File: src/rtl/alu_pkg.sv
// -----------------------------------------------------------------------------
// alu_pkg
//   Shared definitions for the ALU command sequencer.
//   - OP_* : opcode values presented on the ALU select lines.
//   - seqState_t : sequencer FSM state encoding (IDLE -> EXEC -> RESP).
// -----------------------------------------------------------------------------
package alu_pkg;

   localparam logic [2:0] OP_ADD  = 3'b000;
   localparam logic [2:0] OP_SUB  = 3'b001;
   localparam logic [2:0] OP_AND  = 3'b010;
   localparam logic [2:0] OP_OR   = 3'b011;
   localparam logic [2:0] OP_NOT  = 3'b100;
   localparam logic [2:0] OP_LOAD = 3'b111;

   typedef enum logic [1:0] {
      SEQ_IDLE = 2'd0,
      SEQ_EXEC = 2'd1,
      SEQ_RESP = 2'd2
   } seqState_t;

endpackage

File: src/rtl/alu_seq_regfile.sv
// -----------------------------------------------------------------------------
// alu_seq_regfile
//   NREG x DW register file with two asynchronous read ports and one
//   synchronous write port. All entries clear to zero on reset.
// Ports
//   clk, rst_n           clock (rising edge), asynchronous active-low reset
//   i_raddrA / o_rdataA  read port A
//   i_raddrB / o_rdataB  read port B
//   i_we, i_waddr,       write enable, address and data (written on clk edge)
//   i_wdata
// -----------------------------------------------------------------------------
module alu_seq_regfile #(
   parameter int DW   = 4,
   parameter int NREG = 4,
   parameter int RW   = 2
) (
   input  logic          clk,
   input  logic          rst_n,
   input  logic [RW-1:0] i_raddrA,
   output logic [DW-1:0] o_rdataA,
   input  logic [RW-1:0] i_raddrB,
   output logic [DW-1:0] o_rdataB,
   input  logic          i_we,
   input  logic [RW-1:0] i_waddr,
   input  logic [DW-1:0] i_wdata
);

   logic [DW-1:0] r_mem [NREG];

   // Storage array: cleared on reset, one write per clock when enabled.
   always_ff @(posedge clk or negedge rst_n) begin
      if (!rst_n) begin
         for (int i = 0; i < NREG; i++) begin
            r_mem[i] <= '0;
         end
      end else if (i_we) begin
         r_mem[i_waddr] <= i_wdata;
      end
   end

   assign o_rdataA = r_mem[i_raddrA];
   assign o_rdataB = r_mem[i_raddrB];

endmodule

File: src/rtl/alu_cmd_sequencer.sv
// -----------------------------------------------------------------------------
// alu_cmd_sequencer
//   Control stage in front of the 4-bit combinational ALU. A command is taken
//   over cmd_valid/cmd_ready, its operands are read from the local register
//   file and registered onto alu_a/alu_b/alu_sel. One cycle later the ALU
//   result (or the immediate for a load) is written back and returned over
//   res_valid/res_ready. Only one command is in flight at a time.
// Ports
//   clk, rst_n                      clock, asynchronous active-low reset
//   cmd_valid/cmd_ready             command handshake
//   cmd_sel/cmd_dst/cmd_srca/       opcode, destination, sources, immediate
//   cmd_srcb/cmd_imm
//   alu_a/alu_b/alu_sel             registered ALU operands and select
//   alu_out                         combinational ALU result
//   res_valid/res_ready             result handshake
//   res_data/res_dst/res_zero/      result value, written register, zero flag,
//   res_carry                       carry/borrow flag
// Configuration
//   ALU_SEQ_CARRY_EN : when defined, res_carry reports the ADD carry-out or
//                      SUB borrow; otherwise res_carry is tied low.
// -----------------------------------------------------------------------------
module alu_cmd_sequencer
   import alu_pkg::*;
#(
   parameter int         DW       = 4,
   parameter int         NREG     = 4,
   parameter logic [2:0] LOAD_SEL = OP_LOAD,
   localparam int        RW       = (NREG > 1) ? $clog2(NREG) : 1
) (
   input  logic          clk,
   input  logic          rst_n,
   input  logic          cmd_valid,
   output logic          cmd_ready,
   input  logic [2:0]    cmd_sel,
   input  logic [RW-1:0] cmd_dst,
   input  logic [RW-1:0] cmd_srca,
   input  logic [RW-1:0] cmd_srcb,
   input  logic [DW-1:0] cmd_imm,
   output logic [DW-1:0] alu_a,
   output logic [DW-1:0] alu_b,
   output logic [2:0]    alu_sel,
   input  logic [DW-1:0] alu_out,
   output logic          res_valid,
   input  logic          res_ready,
   output logic [DW-1:0] res_data,
   output logic [RW-1:0] res_dst,
   output logic          res_zero,
   output logic          res_carry
);

   seqState_t     r_state;
   seqState_t     w_nextState;
   logic          w_accept;
   logic          w_exec;
   logic          w_respDone;

   logic [DW-1:0] r_aluA;
   logic [DW-1:0] r_aluB;
   logic [2:0]    r_aluSel;
   logic [RW-1:0] r_dst;
   logic [DW-1:0] r_imm;

   logic          r_resValid;
   logic [DW-1:0] r_resData;
   logic [RW-1:0] r_resDst;
   logic          r_resZero;
   logic          r_resCarry;

   logic [DW-1:0] w_rdA;
   logic [DW-1:0] w_rdB;
   logic [DW-1:0] w_result;
   logic          w_carry;

   // The write lands at the end of EXEC, so the next command (accepted no
   // earlier than the cycle after RESP) always reads the updated value.
   alu_seq_regfile #(
      .DW   (DW),
      .NREG (NREG),
      .RW   (RW)
   ) u_regfile (
      .clk      (clk),
      .rst_n    (rst_n),
      .i_raddrA (cmd_srca),
      .o_rdataA (w_rdA),
      .i_raddrB (cmd_srcb),
      .o_rdataB (w_rdB),
      .i_we     (w_exec),
      .i_waddr  (r_dst),
      .i_wdata  (w_result)
   );

   // State register.
   always_ff @(posedge clk or negedge rst_n) begin
      if (!rst_n) begin
         r_state <= SEQ_IDLE;
      end else begin
         r_state <= w_nextState;
      end
   end

   // Next-state logic and per-state strobes.
   always_comb begin
      w_nextState = r_state;
      w_accept    = 1'b0;
      w_exec      = 1'b0;
      w_respDone  = 1'b0;
      cmd_ready   = 1'b0;
      case (r_state)
         SEQ_IDLE: begin
            cmd_ready = 1'b1;
            if (cmd_valid) begin
               w_accept    = 1'b1;
               w_nextState = SEQ_EXEC;
            end
         end
         SEQ_EXEC: begin
            w_exec      = 1'b1;
            w_nextState = SEQ_RESP;
         end
         SEQ_RESP: begin
            if (res_ready) begin
               w_respDone  = 1'b1;
               w_nextState = SEQ_IDLE;
            end
         end
         default: begin
            w_nextState = SEQ_IDLE;
         end
      endcase
   end

   // Loads bypass the ALU; every other opcode, including the unused ones,
   // takes whatever the ALU produces.
   assign w_result = (r_aluSel == LOAD_SEL) ? r_imm : alu_out;

`ifdef ALU_SEQ_CARRY_EN
   logic [DW:0] w_sum;

   assign w_sum = {1'b0, r_aluA} + {1'b0, r_aluB};

   // Carry-out of the widened sum for ADD, borrow for SUB.
   always_comb begin
      w_carry = 1'b0;
      case (r_aluSel)
         OP_ADD:  w_carry = |(w_sum >> DW);
         OP_SUB:  w_carry = (r_aluA < r_aluB);
         default: w_carry = 1'b0;
      endcase
   end
`else
   assign w_carry = 1'b0;
`endif

   // Operand/result datapath. Result registers only change at the end of
   // EXEC, so they stay stable for the whole RESP wait.
   always_ff @(posedge clk or negedge rst_n) begin
      if (!rst_n) begin
         r_aluA     <= '0;
         r_aluB     <= '0;
         r_aluSel   <= '0;
         r_dst      <= '0;
         r_imm      <= '0;
         r_resValid <= 1'b0;
         r_resData  <= '0;
         r_resDst   <= '0;
         r_resZero  <= 1'b0;
         r_resCarry <= 1'b0;
      end else begin
         if (w_accept) begin
            r_aluA   <= w_rdA;
            r_aluB   <= w_rdB;
            r_aluSel <= cmd_sel;
            r_dst    <= cmd_dst;
            r_imm    <= cmd_imm;
         end
         if (w_exec) begin
            r_resValid <= 1'b1;
            r_resData  <= w_result;
            r_resDst   <= r_dst;
            r_resZero  <= (w_result == '0);
            r_resCarry <= w_carry;
         end
         if (w_respDone) begin
            r_resValid <= 1'b0;
         end
      end
   end

   assign alu_a     = r_aluA;
   assign alu_b     = r_aluB;
   assign alu_sel   = r_aluSel;
   assign res_valid = r_resValid;
   assign res_data  = r_resData;
   assign res_dst   = r_resDst;
   assign res_zero  = r_resZero;
   assign res_carry = r_resCarry;

endmodule

File: config.mk
export PLATFORM = sky130hd
export DESIGN_NAME = alu_cmd_sequencer
export DESIGN_NICKNAME = d
export VERILOG_FILES = /design/src/rtl/alu_pkg.sv /design/src/rtl/alu_seq_regfile.sv /design/src/rtl/alu_cmd_sequencer.sv
export SDC_FILE = /design/constraint.sdc
export NUM_CORES = 1
export LEC_CHECK = 0
export ABC_AREA = 1
export BUFFER_PORTS_ARGS = -buffer_cell sky130_fd_sc_hd__clkbuf_2
export CORE_MARGIN = 10
export CORE_UTILIZATION = 30
export CTS_CLUSTER_DIAMETER = 80
export DETAILED_ROUTE_END_ITERATION = 8
export PLACE_DENSITY = 0.55
export SETUP_SLACK_MARGIN = 0.3
export SLEW_MARGIN = 20
export SYNTH_ARGS = -nofsm -noshare
export SYNTH_HDL_FRONTEND = slang
export SYNTH_SLANG_ARGS = --single-unit
File: constraint.sdc
create_clock -name clk -period 1.5 [get_ports clk]
set_input_delay 0.3 -clock clk [delete_from_list [all_inputs] [get_ports clk]]
set_output_delay 0.3 -clock clk [all_outputs]
set_load 0.05 [all_outputs]
==> summary.txt <==
status -> complete, no violations
Die ar. -> 10300 um2
# setup viols final -> 0
largest stage delay on the critical path -> 410 ps
fin. max-slew vios -> 0
Setup CP Type -> reg2out
Post-synth EDFFs -> 0
DRC errors left -> 0
Avg Inst Size Synth -> 8.49 um2
worst hold stages -> 3
synth top area cells -> dfrtp_1 (54%), nand2_1 (18%), o21ai_0 (6.8%)
GRT overflow -> 0
Post-Synthesis Cells -> 234
CP max stage cell -> dfrtp_1
met2 Use GR -> 0.149
clk buf depth -> 2
CTS Buf Count -> 5
final-report hold violation count -> 0
pwr/cell area -> 2330 nW/um2
top achievable clock speed -> 775 MHz
final wirelength -> 4.98 mm
Root Driver -> clkbuf_8
Synth Cell Area -> 1990 um2
Die Wd -> 101 um
gr usage total -> 0.102
Placed Area -> 2260 um2
starting DRC count in detailed routing -> 42
Worst EP required -> 1200 ps
Worst setup SP type -> flip-flop
Area Overhead vs Synth -> 33.2%
met1 Usage GRT -> 0.129
Tcrit/Tclk final -> 0.860
I/O Buffers -> 40
num rows -> 29
Fill cells -> 661
global placement routability congestion -> 0.728
RSZ-0062 raised after global routing -> true
first-pass GRT wire length -> 8.41 mm
Final HPWL DP -> 3.56 mm
CTS tree -> yes
critical-path cell list -> nor2_4 -> buf_8
fin nets -> 304
routed len/inst -> 13.8 um
Clk pin slew, worst setup/hold paths -> 80 ps
diode count -> 0
total number of vias -> 1673
Synth top area share -> 0.542
count of cell types in the netlist -> 21
clk_skew -> 7.40 ps
Synth Flop Type -> dfrtp_1
Hold Crit Class -> in2reg
register area share after synthesis -> 0.542
Final Instance Area -> 2650 um2
largest net degree at the start of global routing -> 21
final core utilization -> 0.414
share of post-route cells with drive strength above 1 -> 0.289
leading cell type by number of instances after synthesis -> nand2_1
core footprint -> 6390 um2
Clock Latency Late Sink -> 290 ps
R2R cell count -> 5
Initial Utilization -> 0.311
antenna-violating nets left -> 0
Max Cap Violations -> 0
num ports -> 42
busiest grt layer -> met2
worst-path maximum fanout -> 2
syn nets -> 255
CP endpoint kind -> output port
setup TNS -> 0 ps
fin crit period -> 1290 ps
multi-input logic area -> 822 um2
leak pwr -> 1.33 nW
Data arrival, critical path -> 990 ps
Die H -> 101 um
number of global-route vias before repair -> 1738
storage element area -> 1080 um2
clock sinks -> 43
CTS H-tree lvls -> 2
First-pass DRT Iterations -> 4
number of synthesis warnings -> 0
met3 usage -> 0.0456
Post-synth ARST share -> 1.00
peak supply drop -> 1.29 mV
Vias per Instance -> 4.63
antenna violations before repair -> 0
Yosys reg bits -> 43
Synth area leader -> dfrtp_1
most frequent cells after synthesis -> nand2_1 (94), dfrtp_1 (43), o21ai_0 (27)
## stage by stage
stage          total power [mW]  setup slack, ps  hold WS, ps  cells
6_report                   6.15              210          196    361
5_1_grt                    6.61              147          196    361
4_1_cts                    5.87              176          190    357
3_5_place_dp               4.69              278          256    343
3_3_place_gp               4.65              302          265    343
2_1_floorplan              4.08              216         4.41    234
## flip-flops by register name (all words and copies together) (netlist names)
register / flops
res_zero: 1
r_imm: 4
r_state: 2
alu_b: 4
r_dst: 2
u_regfile.r_mem: 16
alu_sel: 3
res_data: 4
alu_a: 4
res_dst: 2
res_valid: 1
## routing by layer
metal,wire [um],up-vias
met5,0,-
met4,52,0
met3,374,5
met2,2160,41
met1,2390,782
li1,-,845
## power breakdown
group	switching (mW)	total, mW	leakage (nW)	internal [mW]
Clock	0.393	0.721	0.0422	0.327
Combinational	1.99	3.23	0.765	1.24
Sequential	0.467	2.20	0.520	1.73
## repair_timing
item	CTS	global route
pin swaps	1	5
hold endpoints to repair	14	0
setup buffers	5	4
setup endpoints to repair	37	56
hold buffers	1	0
gates resized for setup	35	40
## final timing paths
kind / start / to / slack [ps]
min: cmd_sel[1] / alu_sel[1] / 200
max reg2reg: r_state[1] / u_regfile.r_mem[12] / 250
max: r_state[0] / cmd_ready / 210
max in group asynchronous: rst_n / alu_b[1] / 470
min reg2reg: r_imm[2] / r_imm[2] / 490
min in group asynchronous: rst_n / u_regfile.r_mem[2] / 470
## critical path: cells and delay by family (launching register included)
kind / cells / cell delay [ps]
flip-flops: 1 / 410
buffers and inverters: 1 / 150
AND/OR/NAND/NOR: 1 / 140
## placed cells by master (no fill, tap or decap), types with 8 or more instances in the layout
master	instances
a21oi_1	8
buf_4	13
buf_8	8
clkbuf_2	20
clkbuf_8	11
dfrtp_1	39
inv_1	14
nand2_1	90
o211ai_1	8
o21ai_0	20
o21ai_1	11
## cells by family after synthesis
group,Yosys count,synth area share
AOI/OAI and AO/OA,50,0.142
buffers and inverters,29,0.0731
DFF,43,0.542
other,1,0.00189
and+or+nand+nor,111,0.241
## final cells by class
type / instances / area share
well taps: 77 / 0.0364
repair buffers: 53 / 0.183
clock buffers: 7 / 0.0289
flip-flops and latches: 43 / 0.409
inverters: 18 / 0.0303
clock inverters: 1 / 0.00189
multi-input cells: 162 / 0.311
Power figures use the tool's default switching activity.
